<file path="config.mk">
export PLATFORM = sky130hd
export DESIGN_NAME = reg_write_bank_flat
export DESIGN_NICKNAME = d
export VERILOG_FILES = /design/src/rtl/reg_write_bank_pkg.sv /design/src/rtl/reg_write_bank_if.sv /design/src/rtl/reg_write_bank_binary_decoder.sv /design/src/rtl/reg_write_bank.sv /design/src/flat_wrapper.sv
export SDC_FILE = /design/constraint.sdc
export NUM_CORES = 1
export LEC_CHECK = 0
export CORE_AREA = 4 4 237 239
export CTS_BUF_LIST = sky130_fd_sc_hd__clkbuf_4
export DETAILED_ROUTE_END_ITERATION = 16
export DIE_AREA = 0 0 241 243
export GPL_TIMING_DRIVEN = 0
export PLACE_DENSITY = 0.79
export SETUP_SLACK_MARGIN = 0.3
export SYNTH_ARGS = -nofsm -noshare
export SYNTH_HDL_FRONTEND = slang
export SYNTH_SLANG_ARGS = --single-unit
</file>
<file path="constraint.sdc">
create_clock -name clk -period 3.5 [get_ports clk]
set_clock_uncertainty 0.05 [all_clocks]
set_input_delay 0.875 -clock clk [delete_from_list [all_inputs] [get_ports clk]]
set_output_delay 0.875 -clock clk [all_outputs]
set_load 0.01 [all_outputs]
</file>
<file path="src/rtl/reg_write_bank_pkg.sv">
// Shared sizing constants for the general register file write bank.
package reg_write_bank_pkg;

    localparam int unsigned DATA_W   = 32;
    localparam int unsigned ADDR_W   = 4;
    localparam int unsigned NUM_REGS = 16;
    localparam int unsigned PC_IDX   = 15;

    localparam logic [DATA_W-1:0] RESET_VAL = '0;

endpackage

</file>
<file path="src/rtl/reg_write_bank_if.sv">
// Write ports, PC load path and register contents of the register write bank.
interface reg_write_bank_if
    import reg_write_bank_pkg::*;
();

    logic                 we_a;
    logic [ADDR_W-1:0]    waddr_a;
    logic [DATA_W-1:0]    wdata_a;
    logic                 we_b;
    logic [ADDR_W-1:0]    waddr_b;
    logic [DATA_W-1:0]    wdata_b;
    logic                 pc_ld;
    logic [DATA_W-1:0]    pc_in;
    // q[i] is register Ri; q[PC_IDX] is the program counter.
    logic [NUM_REGS-1:0][DATA_W-1:0] q;
    logic                 wr_conflict;

    modport master (
        output we_a, waddr_a, wdata_a,
        output we_b, waddr_b, wdata_b,
        output pc_ld, pc_in,
        input  q, wr_conflict
    );

    modport slave (
        input  we_a, waddr_a, wdata_a,
        input  we_b, waddr_b, wdata_b,
        input  pc_ld, pc_in,
        output q, wr_conflict
    );

endinterface

</file>
<file path="src/rtl/reg_write_bank_binary_decoder.sv">
// Binary-to-one-hot decoder with enable; output is all zeros when disabled.
module binary_decoder #(
    parameter int unsigned ADDR_W = 4
) (
    input  logic                 i_en,
    input  logic [ADDR_W-1:0]    i_addr,
    output logic [2**ADDR_W-1:0] o_onehot
);

    always_comb begin
        o_onehot = '0;
        if (i_en) begin
            o_onehot[i_addr] = 1'b1;
        end
    end

endmodule

</file>
<file path="src/rtl/reg_write_bank.sv">
// 16 x 32 register storage with two write ports and a PC load path into R15.
module reg_write_bank
    import reg_write_bank_pkg::*;
(
    input logic             clk,
    input logic             reset,
    reg_write_bank_if.slave bus
);

    logic [NUM_REGS-1:0]             w_sel_a;
    logic [NUM_REGS-1:0]             w_sel_b;
    logic [NUM_REGS-1:0]             w_sel_pc;
    logic [NUM_REGS-1:0][DATA_W-1:0] w_q_d;
    logic [NUM_REGS-1:0][DATA_W-1:0] r_q;
    logic                            w_conflict;
    logic                            r_wr_conflict;

    binary_decoder #(
        .ADDR_W (ADDR_W)
    ) u_dec_a (
        .i_en     (bus.we_a),
        .i_addr   (bus.waddr_a),
        .o_onehot (w_sel_a)
    );

    binary_decoder #(
        .ADDR_W (ADDR_W)
    ) u_dec_b (
        .i_en     (bus.we_b),
        .i_addr   (bus.waddr_b),
        .o_onehot (w_sel_b)
    );

    always_comb begin
        w_sel_pc         = '0;
        w_sel_pc[PC_IDX] = bus.pc_ld;
    end

    // Per-register priority: port A, then port B, then the PC path, else hold.
    for (genvar i = 0; i < NUM_REGS; i++) begin : g_reg
        assign w_q_d[i] = w_sel_a[i]  ? bus.wdata_a :
                          w_sel_b[i]  ? bus.wdata_b :
                          w_sel_pc[i] ? bus.pc_in   :
                                        r_q[i];
    end

    assign w_conflict = bus.we_a & bus.we_b & (bus.waddr_a == bus.waddr_b);

    always_ff @(posedge clk) begin
        if (reset) begin
            for (int i = 0; i < NUM_REGS; i++) begin
                r_q[i] <= RESET_VAL;
            end
            r_wr_conflict <= 1'b0;
        end else begin
            r_q           <= w_q_d;
            r_wr_conflict <= w_conflict;
        end
    end

    assign bus.q           = r_q;
    assign bus.wr_conflict = r_wr_conflict;

endmodule

</file>
<file path="src/flat_wrapper.sv">
// flat-port wrapper written by rule: the top's interface ports become plain ports
module reg_write_bank_flat import reg_write_bank_pkg::*;
  (clk, reset, bus_we_a, bus_waddr_a, bus_wdata_a, bus_we_b, bus_waddr_b, bus_wdata_b, bus_pc_ld, bus_pc_in, bus_q, bus_wr_conflict);
  reg_write_bank_if bus_i ();
  input logic clk;
  input logic reset;
  input wire logic [$bits(bus_i.we_a)-1:0] bus_we_a;
  input wire logic [$bits(bus_i.waddr_a)-1:0] bus_waddr_a;
  input wire logic [$bits(bus_i.wdata_a)-1:0] bus_wdata_a;
  input wire logic [$bits(bus_i.we_b)-1:0] bus_we_b;
  input wire logic [$bits(bus_i.waddr_b)-1:0] bus_waddr_b;
  input wire logic [$bits(bus_i.wdata_b)-1:0] bus_wdata_b;
  input wire logic [$bits(bus_i.pc_ld)-1:0] bus_pc_ld;
  input wire logic [$bits(bus_i.pc_in)-1:0] bus_pc_in;
  output wire logic [$bits(bus_i.q)-1:0] bus_q;
  output wire logic [$bits(bus_i.wr_conflict)-1:0] bus_wr_conflict;
  assign bus_i.we_a = bus_we_a;
  assign bus_i.waddr_a = bus_waddr_a;
  assign bus_i.wdata_a = bus_wdata_a;
  assign bus_i.we_b = bus_we_b;
  assign bus_i.waddr_b = bus_waddr_b;
  assign bus_i.wdata_b = bus_wdata_b;
  assign bus_i.pc_ld = bus_pc_ld;
  assign bus_i.pc_in = bus_pc_in;
  assign bus_q = bus_i.q;
  assign bus_wr_conflict = bus_i.wr_conflict;
  reg_write_bank u_core (.clk(clk), .reset(reset), .bus(bus_i));
endmodule
</file>
==> impl_metrics.csv, run 1 <==
group,metric,value,unit
floorplan,pin_count,622,
floorplan,die_area,58560,um2
status,status,"finished clean",
hold_path,min_path_type,"input pin to register",
synth,synth_cell_types,33,
worst_setup_path,critical_path.max_stage_delay,680,ps
cells_and_area,layout_common_cells,"nand2_1 (1018), clkdlybuf4s50_1 (552), dfxtp_1 (513)",
global_route,grt_max_degree,17,
synth,synth_fa_ha_area_share,0,%
sta,maxSlewViolCount,0,
synth,synth_nets,3135,
clock_tree,numCtsBuffers,142,
worst_setup_path,worstPathRequired,2570,ps
global_route,grt.total_usage,37.60,%
power_and_ir_drop,power.total,0.01349,W
worst_setup_path,worst-path-buf-inv,1,
synth,ys_warn_count,0,
worst_setup_path,crit_cells,1,
global_route,antenna_found_initial,13,
clock_tree,htreeDepth,4,
global_route,grt_pass1_vias,25390,
floorplan,die_x,241,um
synth,syn_area,22890,um2
synth,ys_ff_latch,513,
clock_tree,clk_latency,980,ps
sta,final_hold_viol_count,0,
worst_setup_path,crit_start,"u_core.bus.q[306]",
worst_setup_path,cp_slowest_cell,"clkdlybuf4s50_1",
sta,timing.hold.ws,238.1,ps
detailed_routing,drt_iter0_markers,3516,
flow_run,maxCapViolCount,0,
global_route,gr-total-overflow,0,
worst_setup_path,rr_endpoint,"u_core.bus.q[341]",
synth,synth_top_area_share,44.87,%
floorplan,placementRows,85,
floorplan,coreArea,53810,um2
cells_and_area,fin_cells,4528,
synth,synth.area.mux_share,1.399,%
worst_setup_path,rrSetupSlack,2560,ps
worst_setup_path,reg2reg_depth,2,
power_and_ir_drop,power_density,433.9,nW/um2
power_and_ir_drop,p_leak,10.31,nW
synth,yosysSeqAreaShare,44.87,%
worst_setup_path,crit_chain,"clkdlybuf4s50_1",
cells_and_area,drive_gt1_share,8.405,%
worst_setup_path,crit_end,"bus_q[306]",
global_route,grt_pass1_wl,166300,um
placed_design,place_congestion,0.9656,
placed_design,port_buffers,552,
worst_setup_path,cp-end-kind,"output pin",
synth,synth_top_family_by_area,"simple AND/OR/NAND/NOR gates",
synth,synth.area.top_cells,"dfxtp_1 (45%), a311oi_1 (18%), nand2_1 (17%)",
sta,fin_setup_tns,0,ps
cells_and_area,nets,3831,
sta,setup_violations,0,
synth,synthSimpleGateAreaFrac,25.94,%
placed_design,dp.cells,4274,
clock_tree,cts_tree,"yes",
sta,relSlewSlack,21.73,%
floorplan,initial_core_util,42.53,%
clock_tree,cts.sinks,513,
clock_tree,clk_pin_slew_worst_paths,70,ps
power_and_ir_drop,max-vdd-ir-drop,0.0002628,V
detailed_routing,dr.pass1.iters,9,
clock_tree,clockBufferDepth,3,
detailed_routing,routed_wl,116400,um
cells_and_area,final_common_cell,"nand2_1",
sta,finalCriticalPeriod,3045,ps
worst_setup_path,crit_path_start_kind,"register",
sta,fin_crit_sh,86.99,%
detailed_routing,drt-vias-per-instance,6.106,
clock_tree,cts-root-buf,"clkbuf_4",
synth,synth_top_cell_by_area,"dfxtp_1",
clock_tree,cts_hold_buf,0,
placed_design,place_hpwl,85600,um
sta,timing.fmax,328.4,MHz
worst_setup_path,cp_max_fo,2,
clock_tree,cts_setup_buffers,0,
cells_and_area,syn2layout_area_growth,35.84,%
worst_setup_path,crit_family,"buffers and inverters",
sta,rsz0062_at_grt,"no",
worst_setup_path,arrival,2120,ps
synth,synth-compound-area-share,20.19,%
clock_tree,ctsResizeCount,0,
detailed_routing,drc_errors,0,
detailed_routing,routed-via-count,27650,
synth,syn_avg_cell_area,7.564,um2
detailed_routing,routedWlPerCell,25.70,um
synth,syn_inst,3026,
synth,yosys.area_share.xor_xnor,0.1531,%
worst_setup_path,reg2reg_from,"u_core.bus.q[341]",
sta,worst_pin_slew,1166,ps
worst_setup_path,crit_type,"register to output pin",
cells_and_area,fin_util,57.78,%
floorplan,dieHeight,243,um
detailed_routing,ant_nets,0,
-- Yosys cell counts --
| cell type | number |
|---|---|
| buf_6 | 6 |
| a31oi_1 | 1 |
| nor2_2 | 2 |
| nor2_4 | 2 |
| nor2_1 | 490 |
| o21ai_1 | 1 |
| buf_1 | 35 |
| or3b_1 | 1 |
| and3b_1 | 4 |
| mux2i_1 | 32 |
| inv_1 | 32 |
| nor2b_1 | 4 |
| buf_2 | 60 |
| nand2_1 | 1018 |
| nor3b_2 | 1 |
| nor3_2 | 3 |
| nor3b_1 | 1 |
| buf_4 | 3 |
| o221ai_2 | 20 |
| nand3b_1 | 2 |
| nand3_1 | 8 |
| dfxtp_1 | 513 |
| a311oi_1 | 480 |
| o221ai_1 | 12 |
| or3b_4 | 1 |
| and4b_1 | 1 |
| nor3_4 | 1 |
| nor4_1 | 1 |
| xor2_1 | 1 |
| clkbuf_1 | 283 |
| and3_1 | 2 |
| xnor2_1 | 3 |
| nand2b_1 | 2 |
-- worst register-to-register path, cell delays in order, from the launching register on --
cell	delay, ps
dfxtp_1	390
nand2_1	80
a311oi_1	320
-- cells by family after synthesis --
logic type / Yosys count
mux: 32
buf+inv: 419
simple gates: 1544
compound gates: 514
xor+xnor: 4
flops: 513
-- worst min path at each step --
| stage | start | slack, ps | depth (start not counted) | endpoint |
|---|---|---|---|---|
| after detailed placement | u_core.bus.q[96] | 420 | 2 | u_core.bus.q[96] |
| after global placement | u_core.bus.q[371] | 410 | 2 | u_core.bus.q[371] |
| final | bus_wdata_b[21] | 240 | 3 | u_core.bus.q[405] |
| after CTS | bus_wdata_b[7] | 160 | 3 | u_core.bus.q[327] |
| after floorplan | u_core.bus.q[227] | 450 | 2 | u_core.bus.q[227] |
| after global routing | bus_wdata_b[26] | 220 | 3 | u_core.bus.q[378] |
-- area by class of cell --
class / instances / area, um2
Multi-Input combinational cell: 2094 / 10910
Inverter: 32 / 120.1
Buffer: 387 / 1584
Antenna cell: 13 / 32.53
Clock buffer: 216 / 1622
Timing Repair Buffer: 552 / 5525
Fill cell: 4976 / 22720
Tap cell: 696 / 870.8
Clock inverter: 25 / 153.9
Sequential cell: 513 / 10270
-- metrics by stage --
step                      instance area, um2  setup slack [ps]
after global placement                 29280            -275.8
after global routing                   31080             413.2
after floorplan                        22890              1224
after detailed placement               29280            -308.6
after CTS                              31060             409.7
final                                  31090             455.3
-- sequential cells by signal (all words and copies together) (netlist names) --
| register | count |
|---|---|
| u_core.bus.q | 512 |
| u_core.bus.wr_conflict | 1 |
-- metal layers --
metal	vias up	share of wire, %	GRT usage, %
li1	11880	-	-
met3	493	14	12.46
met5	-	0.020	0
met4	4	6.3	20.17
met1	12990	35	45.84
met2	2286	45	58.72
-- where the power goes --
| part | switching, W | total [W] | internal (W) | leakage, nW |
|---|---|---|---|---|
| clock | 0.00270 | 0.00564 | 0.00294 | 1.06 |
| sequential | 0.000143 | 0.00619 | 0.00604 | 4.16 |
| combinational | 0.00105 | 0.00167 | 0.000617 | 5.08 |
| total | 0.00390 | 0.0135 | 0.00959 | 10.3 |
No activity file was read; power rests on OpenSTA's default activity.
==> inputs of run 2 (changes only) <==
SETUP_SLACK_MARGIN = 0.5   (was 0.3)
==> impl_metrics.csv, run 2 (synthesis gave the netlist of run 1 again) <==
group,metric,value,unit
worst_setup_path,crit_type,"register to output pin",
worst_setup_path,cp_max_fo,2,
cells_and_area,layout_common_cells,"nand2_1 (1018), clkdlybuf4s50_1 (543), dfxtp_1 (513)",
power_and_ir_drop,power_frac_clock,41.8,%
placed_design,port_buffers,552,
detailed_routing,wl_met1,41260,um
floorplan,placementRows,85,
worst_setup_path,arrival,2000,ps
sta,rsz0062_at_grt,"no",
sta,relSlewSlack,21.20,%
sta,maxSlewViolCount,0,
floorplan,dieHeight,243,um
hold_path,min_path_type,"input pin to register",
clock_tree,clk_pin_slew_worst_paths,60,ps
global_route,grt_max_degree,17,
status,status,"finished clean",
cells_and_area,final_common_cell,"nand2_1",
clock_tree,cts.sinks,513,
detailed_routing,drt_iter0_markers,3550,
global_route,grt_pass1_wl,166400,um
power_and_ir_drop,pwr-share-comb,12.3,%
sta,finalCriticalPeriod,2929,ps
clock_tree,htreeDepth,4,
detailed_routing,routed-via-count,27440,
global_route,grt.total_usage,37.62,%
worst_setup_path,critical_path.max_stage_delay,670,ps
worst_setup_path,cp_slowest_cell,"clkdlybuf4s50_1",
clock_tree,numCtsBuffers,142,
detailed_routing,drt-vias-per-instance,6.063,
worst_setup_path,cp-end-kind,"output pin",
sta,final_hold_viol_count,0,
power_and_ir_drop,max-vdd-ir-drop,0.0002583,V
detailed_routing,drc_errors,0,
power_and_ir_drop,switchingPower,0.003890,W
cells_and_area,largest_register_ffs,512,
detailed_routing,route.met2.wl,52050,um
clock_tree,clockBufferDepth,3,
placed_design,place_hpwl,85600,um
placed_design,place_congestion,0.9656,
clock_tree,cts-root-buf,"clkbuf_4",
detailed_routing,dr.max_layer_used,"met5",
detailed_routing,routedWlPerCell,25.70,um
clock_tree,cts_setup_buffers,0,
global_route,antenna_found_initial,14,
sta,timing.hold.ws,251.3,ps
cells_and_area,n_fill_cell,4980,
worst_setup_path,crit_path_start_kind,"register",
detailed_routing,ant_nets,0,
placed_design,place_area,29280,um2
worst_setup_path,worstPathRequired,2570,ps
power_and_ir_drop,power_density,433.9,nW/um2
detailed_routing,routed_wl,116300,um
clock_tree,clk_latency,980,ps
power_and_ir_drop,p_sw_share,28.85,%
flow_run,maxCapViolCount,0,
power_and_ir_drop,p_int,0.009593,W
floorplan,pin_count,622,
global_route,gr-total-overflow,0,
power_and_ir_drop,power.total,0.01348,W
power_and_ir_drop,pwr-share-seq,45.9,%
floorplan,coreArea,53810,um2
clock_tree,cts_tree,"yes",
worst_setup_path,worst-path-buf-inv,1,
sta,fin_crit_sh,83.68,%
detailed_routing,dr.pass1.iters,7,
cells_and_area,design_area,31080,um2
detailed_routing,wl_met3,15640,um
floorplan,die_x,241,um
global_route,grt_pass1_vias,25380,
sta,worst_pin_slew,1174,ps
cells_and_area,syn2layout_area_growth,35.78,%
worst_setup_path,crit_family,"buffers and inverters",
cells_and_area,nets,3831,
cells_and_area,drive_gt1_share,8.405,%
sta,setup_violations,0,
worst_setup_path,crit_chain,"clkdlybuf4s50_1",
power_and_ir_drop,p_leak,10.37,nW
floorplan,die_area,58560,um2
sta,timing.fmax,341.5,MHz
floorplan,initial_core_util,42.53,%
-- run 2: cell count changes in the layout (fill, tap and decap cells not counted), sizes merged --
cell | before | now
clkdlybuf4s50 | 552 | 543
diode | 13 | 10
dlygate4sd2 | 0 | 8
dlymetal6s2s | 0 | 1
-- run 2: layout make-up --
| cell class | count | area [um2] | share of cell area (%) |
|---|---|---|---|
| timing repair buffer | 552 | 5518 | 17.76 |
| clock buffer | 216 | 1622 | 5.218 |
| multi-input combinational | 2094 | 10910 | 35.12 |
| sequential | 513 | 10270 | 33.05 |
| tap | 696 | 870.8 | 2.802 |
| inverter | 32 | 120.1 | 0.3865 |
| buffer | 387 | 1584 | 5.097 |
| clock inverter | 25 | 153.9 | 0.4952 |
| antenna | 10 | 25.02 | 0.08052 |
-- run 2: what timing repair did --
action / in CTS / in global routing
hold endpoints to repair: 0 / 0
endpoints found under the setup margin: 8 / 1
hold buffers: 0 / 0
resized for setup: 8 / 1
-- run 2: path summary, 6_finish.rpt --
check                          from                 to  slack [ps]  cells past startpoint
setup / recovery  u_core.bus.q[148]         bus_q[148]         570                      1
hold / removal      bus_wdata_b[28]  u_core.bus.q[476]         250                      3
setup reg to reg  u_core.bus.q[479]  u_core.bus.q[479]        2560                      2
hold reg to reg   u_core.bus.q[325]  u_core.bus.q[325]         430                      2
-- run 2: through the flow --
stage                     std cells  TNS (ps)  setup WS, ps  util [%]
final                          4525         0         571.4     57.75
after global routing           4525         0         495.7     57.75
after global placement         4274     -5264        -275.8     54.42
after CTS                      4515         0         500.6     57.70
after detailed placement       4274     -6300        -308.6     54.42
after floorplan                3026         0          1224         -
-- run 2: layer usage --
| layer | vias to the layer above | global-route usage (%) |
|---|---|---|
| li1 | 11870 | - |
| met5 | - | 0 |
| met3 | 461 | 12.24 |
| met2 | 2275 | 58.63 |
| met1 | 12830 | 46.09 |
| met4 | 8 | 20.22 |
-- run 2: power by group through the flow --
stage | sequential [W] | combinational (W) | clock (W)
floorplan | 0.00636 | 0.000643 | 0
global placement | 0.00630 | 0.00161 | 0
detailed placement | 0.00630 | 0.00162 | 0
CTS | 0.00618 | 0.00162 | 0.00561
global route | 0.00619 | 0.00173 | 0.00595
finish | 0.00619 | 0.00166 | 0.00564
